File: config.mk
export PLATFORM = sky130hd
export DESIGN_NAME = mem_pattern_engine
export DESIGN_NICKNAME = d
export VERILOG_FILES = /design/src/rtl/mem_pattern_engine.sv
export SDC_FILE = /design/constraint.sdc
export NUM_CORES = 1
export LEC_CHECK = 0
export BUFFER_PORTS_ARGS = -buffer_cell sky130_fd_sc_hd__buf_4
export CORE_MARGIN = 2
export CORE_UTILIZATION = 39
export CTS_BUF_LIST = sky130_fd_sc_hd__clkbuf_2
export DETAILED_ROUTE_END_ITERATION = 6
export GPL_TIMING_DRIVEN = 0
export SLEW_MARGIN = 20
export SYNTH_ARGS = -nofsm -noshare
export SYNTH_HDL_FRONTEND = slang
export SYNTH_SLANG_ARGS = --single-unit
File: constraint.sdc
create_clock -name clk -period 2.1 [get_ports clk]
set_input_delay 0.42 -clock clk [delete_from_list [all_inputs] [get_ports clk]]
set_output_delay 0.42 -clock clk [all_outputs]
set_load 0.01 [all_outputs]
File: src/rtl/mem_pattern_engine.sv
// mem_pattern_engine: bus-master RAM pattern writer with an optional read-back verify pass.
// Define PATTERN_VERIFY_EN to compile in the verify pass, compare pipeline and error counters.
module mem_pattern_engine #(
   parameter int ADDR_W = 16,
   parameter int DATA_W = 8,
   parameter int LEN_W  = 10,
   parameter int RD_LAT = 1
) (
   input  logic              clk,
   input  logic              reset_n,
   input  logic              start,
   input  logic [1:0]        mode,
   input  logic [ADDR_W-1:0] base_addr,
   input  logic [LEN_W-1:0]  length,
   input  logic [DATA_W-1:0] fill_value,
   output logic [ADDR_W-1:0] mem_addr,
   output logic [DATA_W-1:0] mem_data_out,
   input  logic [DATA_W-1:0] mem_data_in,
   output logic              mem_req_n,
   output logic              mem_write_n,
   output logic              busy,
   output logic              done,
   output logic              pass,
   output logic [LEN_W-1:0]  err_count,
   output logic [ADDR_W-1:0] err_addr
);
   localparam logic [DATA_W-1:0] TAPS = (DATA_W == 16) ? DATA_W'(16'hB400) : DATA_W'(8'hB8);
   typedef enum logic [2:0] {IDLE, WRITE, GAP, VERIFY, DRAIN, DONE} state_t;
   state_t state, state_nx;
   logic [1:0]        l_mode;
   logic [ADDR_W-1:0] l_base;
   logic [LEN_W-1:0]  l_len, cnt;
   logic [DATA_W-1:0] l_fill, pat, pat_nx;
   logic              accept, last, issue, first, clean;

   function automatic logic [DATA_W-1:0] first_pat(input logic [1:0] m, input logic [DATA_W-1:0] f);
      return (m == 2'd2 || (m == 2'd3 && f == '0)) ? DATA_W'(1) : f;
   endfunction

   function automatic logic [DATA_W-1:0] step_pat(input logic [1:0] m, input logic [DATA_W-1:0] p);
      return m == 2'd0 ? p + 1'b1 :
             m == 2'd1 ? p :
             m == 2'd2 ? {p[DATA_W-2:0], p[DATA_W-1]} :
             (p >> 1) ^ (p[0] ? TAPS : '0);
   endfunction

   assign accept = start && state == IDLE;
   assign last   = cnt == l_len;
   assign issue  = state_nx == WRITE || state_nx == VERIFY;
   assign first  = state_nx != state;
   assign busy   = state != IDLE && state != DONE;
   assign done   = state == DONE;
   // Entering WRITE/VERIFY reloads the generator; otherwise it steps once per issued word.
   assign pat_nx = first ? first_pat(accept ? mode : l_mode, accept ? fill_value : l_fill)
                         : step_pat(l_mode, pat);

   always_ff @(posedge clk or negedge reset_n)
      if (!reset_n) state <= IDLE;
      else state <= state_nx;

   always_comb begin
      state_nx = state;
      case (state)
         IDLE:    if (start) state_nx = (length == '0) ? DONE : WRITE;
`ifdef PATTERN_VERIFY_EN
         WRITE:   if (last) state_nx = GAP;
         GAP:     state_nx = VERIFY;
         VERIFY:  if (last) state_nx = DRAIN;
         DRAIN:   if (cnt == LEN_W'(RD_LAT - 1)) state_nx = DONE;
`else
         WRITE:   if (last) state_nx = DONE;
`endif
         default: state_nx = IDLE;
      endcase
   end

   // cnt counts words issued in WRITE/VERIFY, and elapsed cycles in DRAIN.
   always_ff @(posedge clk or negedge reset_n)
      if (!reset_n) begin
         l_mode       <= '0;
         l_base       <= '0;
         l_len        <= '0;
         l_fill       <= '0;
         cnt          <= '0;
         pat          <= '0;
         mem_addr     <= '0;
         mem_data_out <= '0;
         mem_req_n    <= 1'b1;
         mem_write_n  <= 1'b1;
         pass         <= 1'b0;
      end else begin
         if (accept) begin
            l_mode <= mode;
            l_base <= base_addr;
            l_len  <= length;
            l_fill <= fill_value;
         end
         cnt         <= first ? LEN_W'(issue) : cnt + 1'b1;
         mem_req_n   <= !issue;
         mem_write_n <= state_nx != WRITE;
         mem_addr    <= !issue ? '0 : first ? (accept ? base_addr : l_base) : mem_addr + 1'b1;
         if (issue) pat <= pat_nx;
         if (state_nx == WRITE) mem_data_out <= pat_nx;
         pass <= accept ? length == '0 : (state_nx == DONE && state != DONE) ? clean : pass;
      end

`ifdef PATTERN_VERIFY_EN
   logic [RD_LAT-1:0] pv;
   logic [DATA_W-1:0] pe [RD_LAT];
   logic [ADDR_W-1:0] pa [RD_LAT];
   logic              miss;

   assign miss  = pv[RD_LAT-1] && mem_data_in != pe[RD_LAT-1];
   assign clean = err_count == '0 && !miss;

   always_ff @(posedge clk) begin
      pe[0] <= pat;
      pa[0] <= mem_addr;
      for (int k = 1; k < RD_LAT; k++) begin
         pe[k] <= pe[k-1];
         pa[k] <= pa[k-1];
      end
   end

   always_ff @(posedge clk or negedge reset_n)
      if (!reset_n) begin
         pv        <= '0;
         err_count <= '0;
         err_addr  <= '0;
      end else begin
         pv        <= (pv << 1) | RD_LAT'(state == VERIFY);
         err_count <= accept ? '0 : err_count + LEN_W'(miss);
         err_addr  <= accept ? '0 : (miss && err_count == '0) ? pa[RD_LAT-1] : err_addr;
      end
`else
   localparam int unused_lat = RD_LAT;
   logic unused_in;
   assign unused_in = ^mem_data_in;
   assign clean     = 1'b1;
   assign err_count = '0;
   assign err_addr  = '0;
`endif
endmodule

==> summary.txt <==
Pwr
  • Comb power frac: 29.7%
  • PD cells: between 700 and 800 nW/um^2
  • Clock power share: 20.4%
  • Switching Fraction: approximately a third
  • P_int: 0.00276 W
  • Switching pwr: 0.00144 W
  • Sequential power share: ~50%
  • Pleak: between 2 and 3 nW
  • Peak VDD IR: 0.000440 V

Routing
  • Post-route DRC: 0
  • Detailed Route WL: roughly 11 mm
  • Drt pass-1 iters: 6
  • WL per Instance: 15.4 um
  • Vias: 3,744
  • Via density: around 5.1
  • DR iter-0 viols: about 260
  • ANT nets after route: 0

Layout
  • Share of cells above drive strength 1: 32.3%
  • Final core utilization: 51.0%
  • Final Cell Area: ~5700 um^2
  • Finished Layout Cells: ~740
  • Commonest non-fill, non-tap cell in the layout: nand2_1
  • Final #Nets: 640
  • Most frequent cells in the layout: nand2_1 (112), buf_4 (110), dfrtp_1 (77), conb_1 (27), xnor2_1 (26)
  • Antenna fix cells: 0
  • Syn-to-layout area delta: 28.7%

Clocking
  • CTS Sinks: 84
  • Clk slew on worst S/H paths: 250 ps
  • TritonCTS clock tree: built
  • Htree depth: 3
  • Clock buffer count from CTS: 9
  • CTS Buffer Depth: 2
  • Worst skew pair latency: 540 ps
  • Root Driver: clkbuf_2

Floorplanning
  • Die footprint: between 10,000 and 15,000 um^2
  • Initial Utilization: a little under 40%
  • Row count: 39
  • I/O pins: 102
  • Die W: roughly 110 um
  • DIE HEIGHT: about 110 um
  • Floorplan core area: 11,300 um^2

Placed design
  • Post-DP HPWL: a little under 8 mm
  • Pre-CTS worst setup slack: -250 ps
  • Port bufs: 67
  • GPL Wtd Cong: between 0.8 and 0.9
  • Cell Area, Placed: roughly 5200 um^2
  • Dpl cells: about 700

Setup path
  • CP top delay family: compound AO/OA/AOI/OAI gates
  • WP data arrival: around 2600 ps
  • Crit Path Max Fanout: 6
  • CP max stage cell: dfrtp_1
  • Worst path buffer plus inverter count: 1
  • Critical Path Source Type: register
  • Worst path max stage delay: ~430 ps
  • Reg2reg setup slack: -20 ps
  • Cells along the critical path: buf_6 -> nor4b_4 -> mux2_4 -> a211o_4 -> a21oi_1 -> a211o_1
  • CP endpoint kind: register
  • Crit path required time: between 2000 and 3000 ps
  • Crit Path Class: register to register

Outcome
  • Status: complete, but fails checks
  • Failing checks: setup timing

GRT
  • Tot GR Track Use: 18.5%
  • Largest net degree at the start of global routing: 85
  • GRT Residual Overflow: 0
  • Number of global-route vias before repair: 3,658
  • Initial antenna violation count: 0
  • Global-route wire length before repair: 18.5 mm

STA
  • Worst-margin pin slew: approximately 770 ps
  • F_max: approximately 0.47 GHz
  • Final Cycle Share: 101%
  • Final hold vios: 0
  • Tmin final: approximately 2100 ps
  • Hold Slack: approximately 70 ps
  • Slew HR: about half
  • Final Max Tran Viols: 0
  • RSZ-0062 raised after global routing: yes
  • Worst Clk Skew: between 30 and 40 ps
  • Endpoints failing setup: 4
  • Setup ws final: -21.7 ps

Synth
  • Yosys cell types: 55
  • Most common flop cell mapped by yosys: dfrtp_1
  • Synthesized netlist cell count: 465
  • Syn. warnings: 0
  • Post-synth EDFFs: 0
  • Async S/R FF share, synth: 100%
  • Syn Std Cell Area: around 4500 um^2
  • #FFs+latches synth: 84
  • Sequential element share of the synthesized area: between 40% and 50%
  • Syn Area/Cell: approximately 9.6 um^2

Worst hold path
  • Worst Hold Class: input pin to register

Flow run
  • Max cap viols: 0
-- timing repair --
item,in CTS,in global routing
hold endpoints to repair,0,82
endpoints found under the setup margin,49,50
pin swaps,6,11
setup buffers,13,7
resized for setup,16,47
hold buffers,0,1
gates cloned,1,1
-- routing by layer --
| layer | up-vias | wire [um] | track usage, % |
|---|---|---|---|
| li1 | 1810 | - | - |
| met1 | 1811 | 5200 | 26.8 |
| met2 | 114 | 5470 | 28.4 |
| met3 | 9 | 597 | 3.50 |
| met4 | 0 | 85 | 5.42 |
| met5 | - | 0 | 0 |
-- registers in the layout, indices dropped and copies added (netlist names) --
name,flops
mem_req_n,1
mem_write_n,1
l_len,10
l_mode,2
l_fill,8
mem_data_out,8
pat,8
l_base,16
pass,1
state,3
cnt,10
mem_addr,16
-- worst min-delay path, cell delays in order --
cell     delay (ps)
buf_4            80
nand2_1          40
nand2_1          70
-- Yosys cell counts, types with 4 or more instances --
library cell,instances,area [um^2]
o21ai_0,5,25.0
a211oi_2,9,113
o21a_1,4,30.0
clkbuf_1,7,26.3
nor2_1,18,67.6
nand4_1,10,62.6
mux2i_1,5,50.1
a211oi_1,11,82.6
and3_1,6,37.5
buf_2,5,25.0
dfrtp_1,82,2050
nand3_1,10,50.1
a211o_1,12,105
buf_6,4,45.0
nor3_1,9,45.0
nand2_1,112,420
buf_4,28,210
inv_1,10,37.5
a21oi_1,21,105
xor2_1,12,105
nor4_1,8,50.1
xnor2_1,27,236
-- area by class of cell --
type / instances / area, um^2
plain buffers: 45 / 349
clock buffers: 10 / 50.0
clock inverters: 6 / 65.1
fillers: 1076 / 5530
inverters: 11 / 43.8
multi-input cells: 349 / 2230
flip-flops and latches: 84 / 2110
well taps: 143 / 179
repair buffers: 90 / 721
-- through the flow --
| stage | TNS [ps] | total power, W |
|---|---|---|
| 2_1_floorplan | 0 | 0.00281 |
| 3_3_place_gp | -2380 | 0.00319 |
| 3_5_place_dp | -4090 | 0.00323 |
| 4_1_cts | 0 | 0.00414 |
| 5_1_grt | -858 | 0.00446 |
| 6_report | -64.4 | 0.00420 |
-- final timing paths --
| check | from | end | cells past startpoint |
|---|---|---|---|
| worst max-delay path | state[0] | mem_data_out[4] | 6 |
| worst min-delay path | base_addr[4] | l_base[4] | 3 |
| worst max register to register | state[0] | mem_data_out[4] | 6 |
| worst min register to register | l_base[14] | l_base[14] | 2 |
| max in group asynchronous | reset_n | state[1] | 2 |
| min in group asynchronous | reset_n | l_base[8] | 2 |
-- kinds of logic after synthesis --
| group | Yosys count | synth area share, % |
|---|---|---|
| other | 1 | 0.0840 |
| DFF | 84 | 47.2 |
| adders and majority gates | 3 | 0.841 |
| and+or+nand+nor | 196 | 20.8 |
| xor gates and xnor gates | 39 | 7.66 |
| AOI/OAI and AO/OA | 76 | 13.0 |
| buffers and inverters | 58 | 8.33 |
| muxes | 8 | 2.13 |
-- power by group through the flow --
| stage | logic [W] | clock network, W | registers, W |
|---|---|---|---|
| after detailed placement | 0.00111 | 0 | 0.00212 |
| final | 0.00124 | 0.000857 | 0.00209 |
| after global placement | 0.00108 | 0 | 0.00211 |
| after floorplan | 0.000715 | 0 | 0.00210 |
| after global routing | 0.00138 | 0.000949 | 0.00213 |
| after CTS | 0.00117 | 0.000882 | 0.00209 |
(Power assumes the default switching activity.)
